`config.mk`:
```
export PLATFORM = sky130hd
export DESIGN_NAME = la_rrarb
export DESIGN_NICKNAME = d
export VERILOG_FILES = /design/src/rtl/la_rrarb_pkg.sv /design/src/rtl/la_rrpick.sv /design/src/rtl/la_rrarb.sv
export SDC_FILE = /design/constraint.sdc
export NUM_CORES = 1
export LEC_CHECK = 0
export BUFFER_PORTS_ARGS = -buffer_cell sky130_fd_sc_hd__clkbuf_2
export CAP_MARGIN = 25
export CORE_UTILIZATION = 60
export CTS_CLUSTER_DIAMETER = 150
export CTS_CLUSTER_SIZE = 14
export DETAILED_ROUTE_END_ITERATION = 10
export HOLD_SLACK_MARGIN = 0.15
export PLACE_DENSITY = 0.83
export SETUP_SLACK_MARGIN = 0.4
export SYNTH_ARGS = -nofsm -noshare
export SYNTH_HDL_FRONTEND = slang
export SYNTH_SLANG_ARGS = --single-unit
```
`constraint.sdc`:
```
create_clock -name clk -period 8.05 [get_ports clk]
set_input_delay 1.61 -clock clk [delete_from_list [all_inputs] [get_ports clk]]
set_output_delay 1.61 -clock clk [all_outputs]
set_load 0.05 [all_outputs]
```
`src/rtl/la_rrarb_pkg.sv`:
```
// Shared sizing helpers for the round-robin arbiter and its picker.
package la_rrarb_pkg;

  // Width of a binary index into n entries; never below one bit.
  function automatic int idxw(input int n);
    return (n > 1) ? $clog2(n) : 1;
  endfunction

  // Width of the hold counter for a given hold limit; never below one bit.
  function automatic int cntw(input int maxhold);
    return (maxhold > 0) ? $clog2(maxhold + 1) : 1;
  endfunction

endpackage

```
`src/rtl/la_rrpick.sv`:
```
// Combinational rotate-priority picker: first set request scanning from ptr upward, mod N.
module la_rrpick
  import la_rrarb_pkg::*;
#(
  parameter int N  = 4,
  parameter int IW = idxw(N)
) (
  input  logic [N-1:0]  i_req,
  input  logic [IW-1:0] i_ptr,
  output logic [N-1:0]  o_onehot,
  output logic [IW-1:0] o_idx,
  output logic          o_any
);

  always_comb begin
    int j;
    j        = 0;
    o_onehot = '0;
    o_idx    = '0;
    o_any    = 1'b0;
    for (int k = 0; k < N; k++) begin
      j = int'(i_ptr) + k;
      if (j >= N) j = j - N;
      if (!o_any && i_req[j]) begin
        o_any       = 1'b1;
        o_onehot[j] = 1'b1;
        o_idx       = IW'(j);
      end
    end
  end

endmodule

```
`src/rtl/la_rrarb.sv`:
```
// Round-robin arbiter with registered one-hot grant, zero-bubble handoff and optional
// hold-limit preemption of an owner that keeps others waiting.
module la_rrarb
  import la_rrarb_pkg::*;
#(
  parameter int    N       = 4,
  parameter int    MAXHOLD = 0,
  parameter string PROP    = "DEFAULT",
  localparam int   IW      = idxw(N)
) (
  input  logic          clk,
  input  logic          nreset,
  input  logic          en,
  input  logic [N-1:0]  req,
  output logic [N-1:0]  gnt,
  output logic [IW-1:0] gnt_id,
  output logic          busy,
  output logic          preempt
);

  localparam logic [0:0] S_IDLE = 1'b0;
  localparam logic [0:0] S_OWN  = 1'b1;
  localparam int         CW     = cntw(MAXHOLD);
  localparam logic [CW-1:0] CNT_TOP = CW'((MAXHOLD > 0) ? MAXHOLD - 1 : 0);

  logic [N-1:0]  r_gnt;
  logic [IW-1:0] r_gnt_id;
  logic          r_preempt;

  // PROP only steers the target library; it carries no function here.
  if (PROP != "") begin : g_prop
  end

  if (N == 1) begin : g_one
    always_ff @(posedge clk) begin
      if (!nreset) r_gnt <= '0;
      else         r_gnt <= req & {N{en}};
    end
    assign r_gnt_id  = '0;
    assign r_preempt = 1'b0;
  end else begin : g_arb
    logic [0:0]    r_state;
    logic [IW-1:0] r_ptr;
    logic [CW-1:0] r_cnt;

    logic          w_own, w_rel, w_oth, w_hit, w_pre;
    logic [IW-1:0] w_nxt, w_pptr;
    logic [N-1:0]  w_preq, w_pk_oh;
    logic [IW-1:0] w_pk_idx;
    logic          w_pk_any;

    assign w_own  = (r_state == S_OWN);
    assign w_nxt  = (r_gnt_id == IW'(N - 1)) ? '0 : r_gnt_id + 1'b1;
    assign w_rel  = w_own & ~req[r_gnt_id];
    // The owner is masked out so a preempting pick can never re-select it.
    assign w_preq = req & ~r_gnt;
    assign w_oth  = |w_preq;
    assign w_pptr = w_own ? w_nxt : r_ptr;
    assign w_hit  = (MAXHOLD > 0) && (r_cnt == CNT_TOP);
    assign w_pre  = w_own & ~w_rel & en & w_oth & w_hit;

    la_rrpick #(.N(N), .IW(IW)) u_pick (
      .i_req    (w_preq),
      .i_ptr    (w_pptr),
      .o_onehot (w_pk_oh),
      .o_idx    (w_pk_idx),
      .o_any    (w_pk_any)
    );

    always_ff @(posedge clk) begin
      if (!nreset) begin
        r_state   <= S_IDLE;
        r_ptr     <= '0;
        r_cnt     <= '0;
        r_gnt     <= '0;
        r_gnt_id  <= '0;
        r_preempt <= 1'b0;
      end else begin
        r_preempt <= 1'b0;
        if (r_state == S_IDLE) begin
          if (en && w_pk_any) begin
            r_gnt    <= w_pk_oh;
            r_gnt_id <= w_pk_idx;
            r_cnt    <= '0;
            r_state  <= S_OWN;
          end
        end else if (w_rel) begin
          r_ptr <= w_nxt;
          if (en && w_pk_any) begin
            r_gnt    <= w_pk_oh;
            r_gnt_id <= w_pk_idx;
            r_cnt    <= '0;
          end else begin
            r_gnt   <= '0;
            r_state <= S_IDLE;
          end
        end else if (w_pre) begin
          r_ptr     <= w_nxt;
          r_gnt     <= w_pk_oh;
          r_gnt_id  <= w_pk_idx;
          r_cnt     <= '0;
          r_preempt <= 1'b1;
        end else if ((MAXHOLD > 0) && w_oth && !w_hit) begin
          // Saturates at the limit so a hold under en=0 cannot wrap.
          r_cnt <= r_cnt + 1'b1;
        end
      end
    end
  end

  assign gnt     = r_gnt;
  assign gnt_id  = r_gnt_id;
  assign busy    = |r_gnt;
  assign preempt = r_preempt;

endmodule

```
======== Yosys cells after proc, flatten, opt, wreduce, memory -nomap -nowiden ========
Index checks and enable logic that the tools add are counted.
cells by class
  bitwise logic cells ..................... 7
  reduce and logical (&&, ||, !) cells .... 15
  multiplexer cells ....................... 50
  magnitude comparators ................... 13
  equality and inequality tests ........... 2
  $add $sub $neg .......................... 8
operators with widths
  operator                                               count
  >= comparator 32 x 1 -> 1 bit (second input constant)  4
  < comparator 32 x 4 -> 1 bit (second input constant)   4
  2-to-1 mux 32 bit                                      4
  >= comparator 32 x 4 -> 1 bit (second input constant)  3
  subtractor 32 x 4 -> 32 bit (second input constant)    3
  2-to-1 mux 4 bit                                       8
  2-to-1 mux 1 bit                                       20
  2-to-1 mux 2 bit                                       9
  bitwise OR 4 bit                                       3
  binary-select mux 1 bit (select 2 bit)                 5
  demux 1 bit (select 2 bit)                             4
  logical AND 1 bit                                      8
  adder 2 x 2 -> 3 bit (second input constant)           2
  AND 4 bit                                              1
  inverter 4 bit                                         1
  AND reduction 2 bit                                    2
  OR reduction 4 bit                                     1
  subtractor 2 x 3 -> 4 bit (second input constant)      1
  adder 2 x 1 -> 3 bit (second input constant)           1
  >= comparator 2 x 3 -> 1 bit (second input constant)   1
  logical NOT 1 bit                                      3
  < comparator 2 x 3 -> 1 bit (second input constant)    1
  adder 2 x 1 -> 2 bit (second input constant)           1
  equality test 2 bit (second input constant)            1
  other kinds (4)                                        4
word-level totals
  output and inout port bits .............. 8
  word-level logic and storage cells ...... 99
  bits of input ports ..................... 7
  flip-flop bits (word level) ............. 9

======== Depth between registers and ports, before layout ========
Gate-level depths: netlist of the first run.
  depth in word-level cells ............... 22
  mapped depth ............................ 12

======== Cells and area by module ========
Synthesis of the first run repeated with hierarchy kept, for this count alone.
second synthesis, totals
  cells, all modules ...................... 104
  area, all modules ....................... 915.9 µm²
by module, submodules not included
  module     instances  cells each  area each (µm²)
  la_rrpick  1          48          460.4
  la_rrarb   1          56          455.4

======== Least setup slack after synthesis of the first run ========
No wires, ideal clock.
  path type ............................... input-to-reg
  start ................................... input port req[3]
  end ..................................... register r_gnt[0] (netlist: gnt[0])
  slack ................................... 5,069 ps
  arrival time ............................ 2,840 ps
  setup time .............................. 141 ps
  cell stages on the path ................. 7
  buffers on the path ..................... 1
  cell sequence ........................... nor2b_1 -> o211ai_1 -> and4_4 -> buf_6 -> and4bb_2 -> o21ai_1 -> a311oi_1
between the ends
  cells in the longest elaborated chain, start to end .. 18
  elaborated cells between the ends (all ways) .. 42
ends and longest elaborated chain
  element                                              RTL line                        RTL
  from (decl)                                          la_rrarb.sv:14                  input logic [N-1:0] req,
  AND 4 bit                                            la_rrarb.sv:56                  assign w_preq = req & ~r_gnt;
  binary-select mux 1 bit (select 2 bit)               la_rrpick.sv:24                 if (!o_any && i_req[j]) begin
  2-to-1 mux 1 bit (not written as such) (2 in a row)  la_rrpick.sv:24
  2-to-1 mux 1 bit                                     la_rrpick.sv:24
  logical NOT 1 bit                                    la_rrpick.sv:24
  logical AND 1 bit                                    la_rrpick.sv:24
  2-to-1 mux 1 bit                                     la_rrpick.sv:24
  logical NOT 1 bit                                    la_rrpick.sv:24
  logical AND 1 bit                                    la_rrpick.sv:24
  2-to-1 mux 1 bit                                     la_rrpick.sv:24
  logical NOT 1 bit                                    la_rrpick.sv:24
  logical AND 1 bit                                    la_rrpick.sv:24
  2-to-1 mux 1 bit                                     la_rrpick.sv:24
  logical AND 1 bit                                    la_rrarb.sv:81, la_rrarb.sv:89
  2-to-1 mux 4 bit                                     la_rrarb.sv:89                  if (en && w_pk_any) begin
  2-to-1 mux 4 bit                                     la_rrarb.sv:87                  end else if (w_rel) begin
  2-to-1 mux 4 bit                                     la_rrarb.sv:80                  if (r_state == S_IDLE) begin
  to (signal assigned)                                 la_rrarb.sv:82                  r_gnt <= w_pk_oh;
  to (signal assigned)                                 la_rrarb.sv:90                  r_gnt <= w_pk_oh;
  to (signal assigned)                                 la_rrarb.sv:99                  r_gnt <= w_pk_oh;
  to (decl)                                            la_rrarb.sv:26                  logic [N-1:0] r_gnt;
Parallel ways exist; a longest one is shown, timed or not. The select of a mux whose other input is x is not followed.
A chain may end at the register's enable or synchronous reset.

======== Worst setup path after layout of the first run ========
  start ................................... input port req[3]
  end ..................................... register r_gnt_id[0] (netlist: gnt_id[0])
between the ends
  cells in the longest elaborated chain, start to end .. 18
  elaborated cells between the ends (all ways) .. 36
ends and longest elaborated chain
  element                                              RTL line                        RTL
  AND 4 bit                                            la_rrarb.sv:56
  binary-select mux 1 bit (select 2 bit)               la_rrpick.sv:24
  2-to-1 mux 1 bit (not written as such) (2 in a row)  la_rrpick.sv:24
  2-to-1 mux 1 bit                                     la_rrpick.sv:24
  logical NOT 1 bit                                    la_rrpick.sv:24
  logical AND 1 bit                                    la_rrpick.sv:24
  2-to-1 mux 1 bit                                     la_rrpick.sv:24
  logical NOT 1 bit                                    la_rrpick.sv:24
  logical AND 1 bit                                    la_rrpick.sv:24
  2-to-1 mux 1 bit                                     la_rrpick.sv:24
  logical NOT 1 bit                                    la_rrpick.sv:24
  logical AND 1 bit                                    la_rrpick.sv:24
  2-to-1 mux 1 bit                                     la_rrpick.sv:24
  logical AND 1 bit                                    la_rrarb.sv:81, la_rrarb.sv:89
  2-to-1 mux 2 bit                                     la_rrarb.sv:81, la_rrarb.sv:89
  2-to-1 mux 2 bit                                     la_rrarb.sv:87
  2-to-1 mux 2 bit                                     la_rrarb.sv:80
  to (signal assigned)                                 la_rrarb.sv:83                  r_gnt_id <= w_pk_idx;
  to (signal assigned)                                 la_rrarb.sv:91                  r_gnt_id <= w_pk_idx;
  to (signal assigned)                                 la_rrarb.sv:100                 r_gnt_id <= w_pk_idx;
  to (decl)                                            la_rrarb.sv:27                  logic [IW-1:0] r_gnt_id;
Parallel ways exist; a longest one is shown, timed or not. The select of a mux whose other input is x is not followed.

==> results of run 1 <==
## worst reg2reg max path: stages, from the launching register on
cell and delay [ns]:
dfxtp_1 0.48, or2_0 0.50, nand2_4 0.18, ha_1 0.49
nand4b_1 0.16, and4_4 0.32, nor4bb_1 0.28, o21ai_1 0.10
a311oi_1 0.25
## power by group through the flow
stage                     clock network [mW]  registers (mW)  logic (mW)
after floorplan                            0          0.0718       0.106
after global placement                     0          0.0588       0.137
after detailed placement                   0          0.0587       0.140
after CTS                             0.0358          0.0579       0.141
after global routing                  0.0387          0.0588       0.153
final                                 0.0355          0.0585       0.142
## logic make-up (layout without fill, tap and decap cells)
kind of cell | after synthesis | count (layout)
muxes | 6 | 6
adders and majority gates | 8 | 8
buffers and inverters | 11 | 20
and+or+nand+nor | 38 | 38
DFF | 9 | 9
AOI/OAI and AO/OA | 42 | 42
other | 1 | 1
## placed cells by master (no fill, tap or decap), types with 2 or more instances in the layout
master and instances:
a21o_1 2, and4bb_2 2, a211o_1 2, nor3_1 3
a21oi_1 10, nor2b_2 4, inv_1 2, ha_1 8
clkbuf_4 3, o21ai_1 5, nor4bb_1 2, nor2_1 5
a31oi_1 2, mux2i_1 2, mux4_2 2, a311oi_1 4
dfxtp_1 9, nand2_1 4, a22oi_1 4, nor2b_1 4
nand2b_1 3, nand4_1 2, clkbuf_2 13, o21ai_0 5
## per-stage QoR
stage               total power, mW  util (%)  area, sq um  instances  setup WS, ns
global placement              0.196      67.6         1030        136          4.56
CTS                           0.234      69.3         1060        140          4.82
global route                  0.250      69.3         1060        140          4.59
finish                        0.236      69.3         1060        140          4.81
detailed placement            0.199      67.6         1030        136          4.58
floorplan                     0.178         -         1000        115          5.07
## final timing paths
| path | to | slack [ns] | depth (start not counted) |
|---|---|---|---|
| setup reg to reg | gnt[3]$_SDFFE_PN0P_ | 5.19 | 8 |
| setup / recovery | gnt_id[0]$_SDFFE_PN0P_ | 4.81 | 6 |
| hold reg to reg | g_arb.r_ptr[1]$_SDFFE_PN0P_ | 0.54 | 2 |
| hold / removal | g_arb.r_ptr[1]$_SDFFE_PN0P_ | 0.54 | 2 |
## metal layers
layer,up-vias,global-route usage (%),wire length [microns]
met5,-,0,0
met4,0,5.63,20
met3,2,6.38,132
met2,36,46.4,1170
met1,430,35.9,1040
li1,459,-,-
## state kept, by name, summed over array words and instances (netlist names)
register,flops
gnt,4
g_arb.r_ptr,2
gnt_id,2
g_arb.r_state,1
## area by class of cell
type	instances	area share, %
clock buffers	4	2.49
inverters	3	1.30
multi-input cells	95	71.1
flip-flops and latches	9	17.1
well taps	16	1.90
repair buffers	13	6.16
==> results.md, run 1 <==
* Status: complete, no violations
* Post-synth EDFFs at 0
* Synth Area per Inst at 8.70 sq um
* First-pass GRT wire length at 3900 microns
* Simple-gate area share of the yosys netlist at 25.6%
* Area Overhead vs Synth at 5.50%
* Net Sw Frac at 48.6%
* Detailed Route Iter0 Violations at 46
* Die H at 42.8 microns
* Number of fillers in the final layout at 128
* TritonCTS Buffers at 3
* Crit path required time at 8.24 ns
* Count leader, synth: a21oi_1
* Ranking of synthesized cells by area: dfxtp_1 (18%), ha_1 (10%), a21oi_1 (5.0%), mux4_2 (4.5%), a311oi_1 (3.5%)
* Max incr delay on CP at 0.66 ns
* CP arrival at 3.43 ns
* Post-synthesis register bit count at 9
* Multiplexer area fraction after synthesis at 9.00%
* Share of the synthesized area in the top cell type at 18.0%
* Worst-Skew Late Latency at 0.26 ns
* Synth Net Count at 130
* Register Area at 180 sq um
* Starting Density at 65.7%
* Min Tclk post-route at 3.24 ns
* NetSw at 0.115 mW
* Post-CTS resize count at 0
* Setup Crit Path Kind: in -> reg
* Number of I/O pins at 15
* GRT Util Overall at 27.6%
* Clk pin slew, worst setup/hold paths at 0.06 ns
* Post-synthesis instance area at 0.00100 sq mm
* Quantity of I/O buffers inserted on ports at 13
* Period utilisation layout at 40.3%
* Critical-path cell with the highest stage delay: a21oi_1
* Max-slew headroom at 46.4%
* Hold Crit Class: reg -> reg
* Root buf cell: clkbuf_4
* Cell family with most CP delay: compound AO/OA/AOI/OAI gates
* H-tree levels at 1
* Maximum root-to-sink buffer count at 2
* Max Freq at 308 MHz
* WHS at 0.540 ns
* Final hold vios at 0
* Die X at 42.8 microns
* Crit-path max FO at 12
* P per Cell Area at 224 mW/mm^2
* P_int at 0.121 mW
* Pre-antenna DRT Iters at 4
* Setup skew after layout at 0.00328 ns
* Maximum Capacitance Violations at 0
* Most instantiated cells after synthesis: a21oi_1 (10), dfxtp_1 (9), ha_1 (8)
* Adder-cell share of the synthesized area at 10.0%
* # DRC at 0
* Yosys warns at 0
* Crit path buffers/inverters at 1
* Number of global-route vias before repair at 849
* Setup TNS at 0 ns
* Share of cells above drive strength 1 at 26.6%
* Post-synth top area cell: dfxtp_1
* Multi-input gate area at 751 sq um
* Initial antenna violation count at 0
* Sequential share of power at 24.8%
* Synth Area in XOR/XNOR at 0%
* Via density at 6.62
* RSZ-0062 raised after global routing: no
* Largest net degree at the start of global routing at 13
* Fraction of registers with async set/reset at 0%
* Register area share after synthesis at 18.0%
* # nets final at 140
* Crit path launch: req[3]
* Hold_buf cts at 0
* Vias post-DR at 927
* Routed WL per cell at 16.9 microns
* Total congestion overflow at 0
* CP Capture Type: flip-flop
* Die area at 0.00184 sq mm
* Antenna diodes at 0
* Placer Congestion at 0.938
* Max Transition Viols Final at 0
* Clock Power Share at 15.0%
* Startpoint Class: input pin
* Reg2reg start: g_arb.r_state$_SDFF_PN0_
* Sink Count at 9
* Largest family of logic cells by synthesized area: compound AO/OA/AOI/OAI gates
* Post-route ant nets at 0
* Yosys cell types at 47
* Ys flop type: dfxtp_1
* P_leak at 0.415 nW
* Worst Tran Pin Value at 0.805 ns
* Crit-path cells: clkbuf_2 -> nor2b_1 -> o41ai_1 -> a21oi_1 -> o21ai_0 -> a31oi_1
* Buffer count from post-CTS setup fixing at 0
* # rows at 14
* CTS tree: built
* Core area at 0.00152 sq mm
* Post-synthesis cell count at 115
* Detailed placement HPWL at 1770 microns
* Hold path start: g_arb.r_ptr[1]$_SDFFE_PN0P_
* Logic pwr share at 60.2%
* Post-synthesis compound-gate area fraction at 30.0%
* Detailed Route WL at 2360 microns
* Peak supply drop at 0.000159 V
* Final setup fails at 0
Note: power is estimated with default switching activity, not from simulation.
==> inputs of run 2 (changes only) <==
--- a/config.mk
+++ b/config.mk
@@ -7,12 +7,12 @@
 export LEC_CHECK = 0
 export BUFFER_PORTS_ARGS = -buffer_cell sky130_fd_sc_hd__clkbuf_2
 export CAP_MARGIN = 25
-export CORE_UTILIZATION = 60
+export CORE_UTILIZATION = 56
 export CTS_CLUSTER_DIAMETER = 150
 export CTS_CLUSTER_SIZE = 14
 export DETAILED_ROUTE_END_ITERATION = 10
 export HOLD_SLACK_MARGIN = 0.15
-export PLACE_DENSITY = 0.83
+export PLACE_DENSITY = 0.79
 export SETUP_SLACK_MARGIN = 0.4
 export SYNTH_ARGS = -nofsm -noshare
 export SYNTH_HDL_FRONTEND = slang
==> constraint.sdc (replaced) <==
create_clock -name clk -period 3.3 [get_ports clk]
set_input_delay 0.66 -clock clk [delete_from_list [all_inputs] [get_ports clk]]
set_output_delay 0.66 -clock clk [all_outputs]
set_load 0.05 [all_outputs]
==> run 2 against run 1 <==
- sequential cell count unchanged
- die area grew 6.8%
- sequential power rose by 140%
- critical path type is now reg -> reg
- largest cell class unchanged
==> results.md, run 2 (same netlist as run 1, synthesis figures left out) <==
* Crit-path cells: or2_1 -> nand2_4 -> ha_1 -> nand4b_1 -> and4_4 -> nor4bb_1 -> o21ai_1 -> a311oi_1
* Number of I/O pins at 15 (unchanged)
* Routed WL per cell at 16.5 microns (-1.8%)
* Detailed placement HPWL at 1990 microns (+13%)
* Detailed Route Iter0 Violations at 35 (-24%)
* Setup skew after layout at 0.000232 ns (-0.00305 ns)
* Die area at 0.00196 sq mm (+6.8%)
* Vias post-DR at 981 (+5.8%)
* Initial antenna violation count at 0 (unchanged)
* Crit path required time at 3.48 ns (-4.76 ns)
* P per Cell Area at 540 mW/mm^2 (+140%)
* Total congestion overflow at 0 (unchanged)
* Post-route ant nets at 0 (unchanged)
* Largest register FFs at 4 (unchanged)
* Status: complete, no violations
* Min Tclk post-route at 2.69 ns
* Detailed Route WL at 2500 microns (+5.9%)
* GRT Util Overall at 29.2% (+1.5 points)
* Final cell count without fillers at 151 (+7.9%)
* Placer Congestion at 0.881 (-6.1%)
* Dpl ws at 0.506 ns (-4.07 ns)
* Crit-path max FO at 11 (-1)
* Max-slew headroom at 59.4% (+13 points)
* Placed Instances at 147 (+8.1%)
* Antenna diodes at 0 (unchanged)
* # rows at 14 (unchanged)
* Worst Setup Slack, final at 0.614 ns (-4.19 ns)
* Max Freq at 372 MHz
* Starting Density at 62.8% (-2.9 points)
* Die X at 44.3 microns (+3.3%)
* Max Transition Viols Final at 0 (unchanged)
* Most frequent cells in the layout: clkbuf_2 (13), a21oi_1 (10), ha_1 (8), dfxtp_1 (8)
* Maximum root-to-sink buffer count at 2 (unchanged)
* Worst R2R End: gnt[1]$_SDFFE_PN0P_
* Largest net degree at the start of global routing at 13 (unchanged)
* RSZ-0062 raised after global routing: no
* # nets final at 143 (+2.1%)
* H-tree levels at 1 (unchanged)
* Maximum Capacitance Violations at 0 (unchanged)
* Share of cells above drive strength 1 at 29.1% (+2.5 points)
* Setup TNS at 0 ns (unchanged)
* Buffer count from post-CTS setup fixing at 0 (unchanged)
* Worst Tran Pin Value at 0.607 ns (-0.197 ns)
* Via density at 6.50 (-1.9%)
* CTS tree: built
* R2R depth at 8 (unchanged)
* Setup Crit Path Kind: reg -> reg
* CP Capture Type: flip-flop
* Worst-Skew Late Latency at 0.27 ns (about the same)
* Max incr delay on CP at 0.46 ns (-0.20 ns)
* P_leak at 0.432 nW (+3.9%)
* Final hold vios at 0 (unchanged)
* # DRC at 0 (unchanged)
* Core area at 0.00159 sq mm (+4.6%)
* First-pass GRT wire length at 4230 microns (+8.5%)
* Worst hold endpoint: g_arb.r_ptr[1]$_SDFFE_PN0P_
* TritonCTS Buffers at 3 (unchanged)
* Critical-path cell with the highest stage delay: ha_1
* Hold Path Stages at 2 (unchanged)
* Clk pin slew, worst setup/hold paths at 0.06 ns (about the same)
* Reg2reg start: g_arb.r_state$_SDFF_PN0_
* Internal reg-to-reg setup slack at 0.61 ns (-4.58 ns)
* Pre-antenna DRT Iters at 4 (unchanged)
* Number of global-route vias before repair at 961 (+13%)
* WHS at 0.525 ns (-0.0145 ns)
* Area Overhead vs Synth at 8.88%
* Sink Count at 9 (unchanged)
* CP arrival at 2.87 ns (-0.56 ns)
* Hold Crit Class: reg -> reg
* Root buf cell: clkbuf_4
* Die H at 44.3 microns (+3.3%)
* Hold path start: g_arb.r_ptr[1]$_SDFFE_PN0P_
* Commonest non-fill, non-tap cell in the layout: clkbuf_2
* Final setup fails at 0 (unchanged)
* Peak supply drop at 0.000356 V (+120%)
* Period utilisation layout at 81.4%
* Quantity of I/O buffers inserted on ports at 13 (unchanged)
* Startpoint Class: flip-flop
run 2: cell types whose count changed in the layout (fill, tap and decap cells not counted), sizes merged:
cell / change
buf: +3
run 2: routing by layer:
| metal | global-route usage [%] | part of all wire, % |
|---|---|---|
| met5 | 0 | 0 |
| met4 | 12.1 | 2.4 |
| met3 | 7.76 | 4.4 |
| met2 | 49.4 | 51 |
| met1 | 34.7 | 42 |
run 2: final cells by class:
class / count / area [sq um]
clock buffer: 4 / 26.3
fill: 138 / 504
inverter: 3 / 13.8
multi-input combinational: 95 / 751
sequential: 9 / 181
tap: 24 / 30.0
timing repair buffer: 16 / 87.6
run 2: how the worst max path moves through the flow:
stage / startpoint / to / slack, ns / depth (start not counted)
2_1_floorplan: gnt_id[1]$_SDFFE_PN0P_ / gnt[0]$_SDFFE_PN0P_ / 0.44 / 10
3_3_place_gp: g_arb.r_state$_SDFF_PN0_ / gnt[1]$_SDFFE_PN0P_ / 0.67 / 8
3_5_place_dp: g_arb.r_state$_SDFF_PN0_ / gnt[1]$_SDFFE_PN0P_ / 0.51 / 8
4_1_cts: g_arb.r_state$_SDFF_PN0_ / gnt[1]$_SDFFE_PN0P_ / 0.46 / 8
5_1_grt: g_arb.r_state$_SDFF_PN0_ / gnt[3]$_SDFFE_PN0P_ / 0.40 / 8
6_report: g_arb.r_state$_SDFF_PN0_ / gnt[1]$_SDFFE_PN0P_ / 0.61 / 8
run 2: per-stage QoR:
stage	power, mW	cell area (sq um)	utilization [%]
finish	0.588	1090	68.4
global route	0.627	1090	68.4
CTS	0.584	1090	68.4
detailed placement	0.497	1060	66.7
global placement	0.486	1060	66.7
floorplan	0.435	1000	-
run 2: report_power, final:
group          total (mW)  internal, mW  switching, mW  leakage [nW]
Sequential          0.142         0.124         0.0188        0.0745
Clock              0.0886        0.0468         0.0418        0.0150
Combinational       0.357         0.132          0.225         0.342
Total               0.588         0.302          0.286         0.432
run 2: timing repair:
item,CTS,global route
endpoints found under the hold margin,0,0
resized for setup,0,1
hold buffers,0,0
endpoints found under the setup margin,0,5
run 2: critical path, delay by kind of cell (launching register included):
family	cells	cell delay, ns
fa+ha+maj	1	0.46
flops	1	0.45
simple gates	5	1.28
compound gates	2	0.38
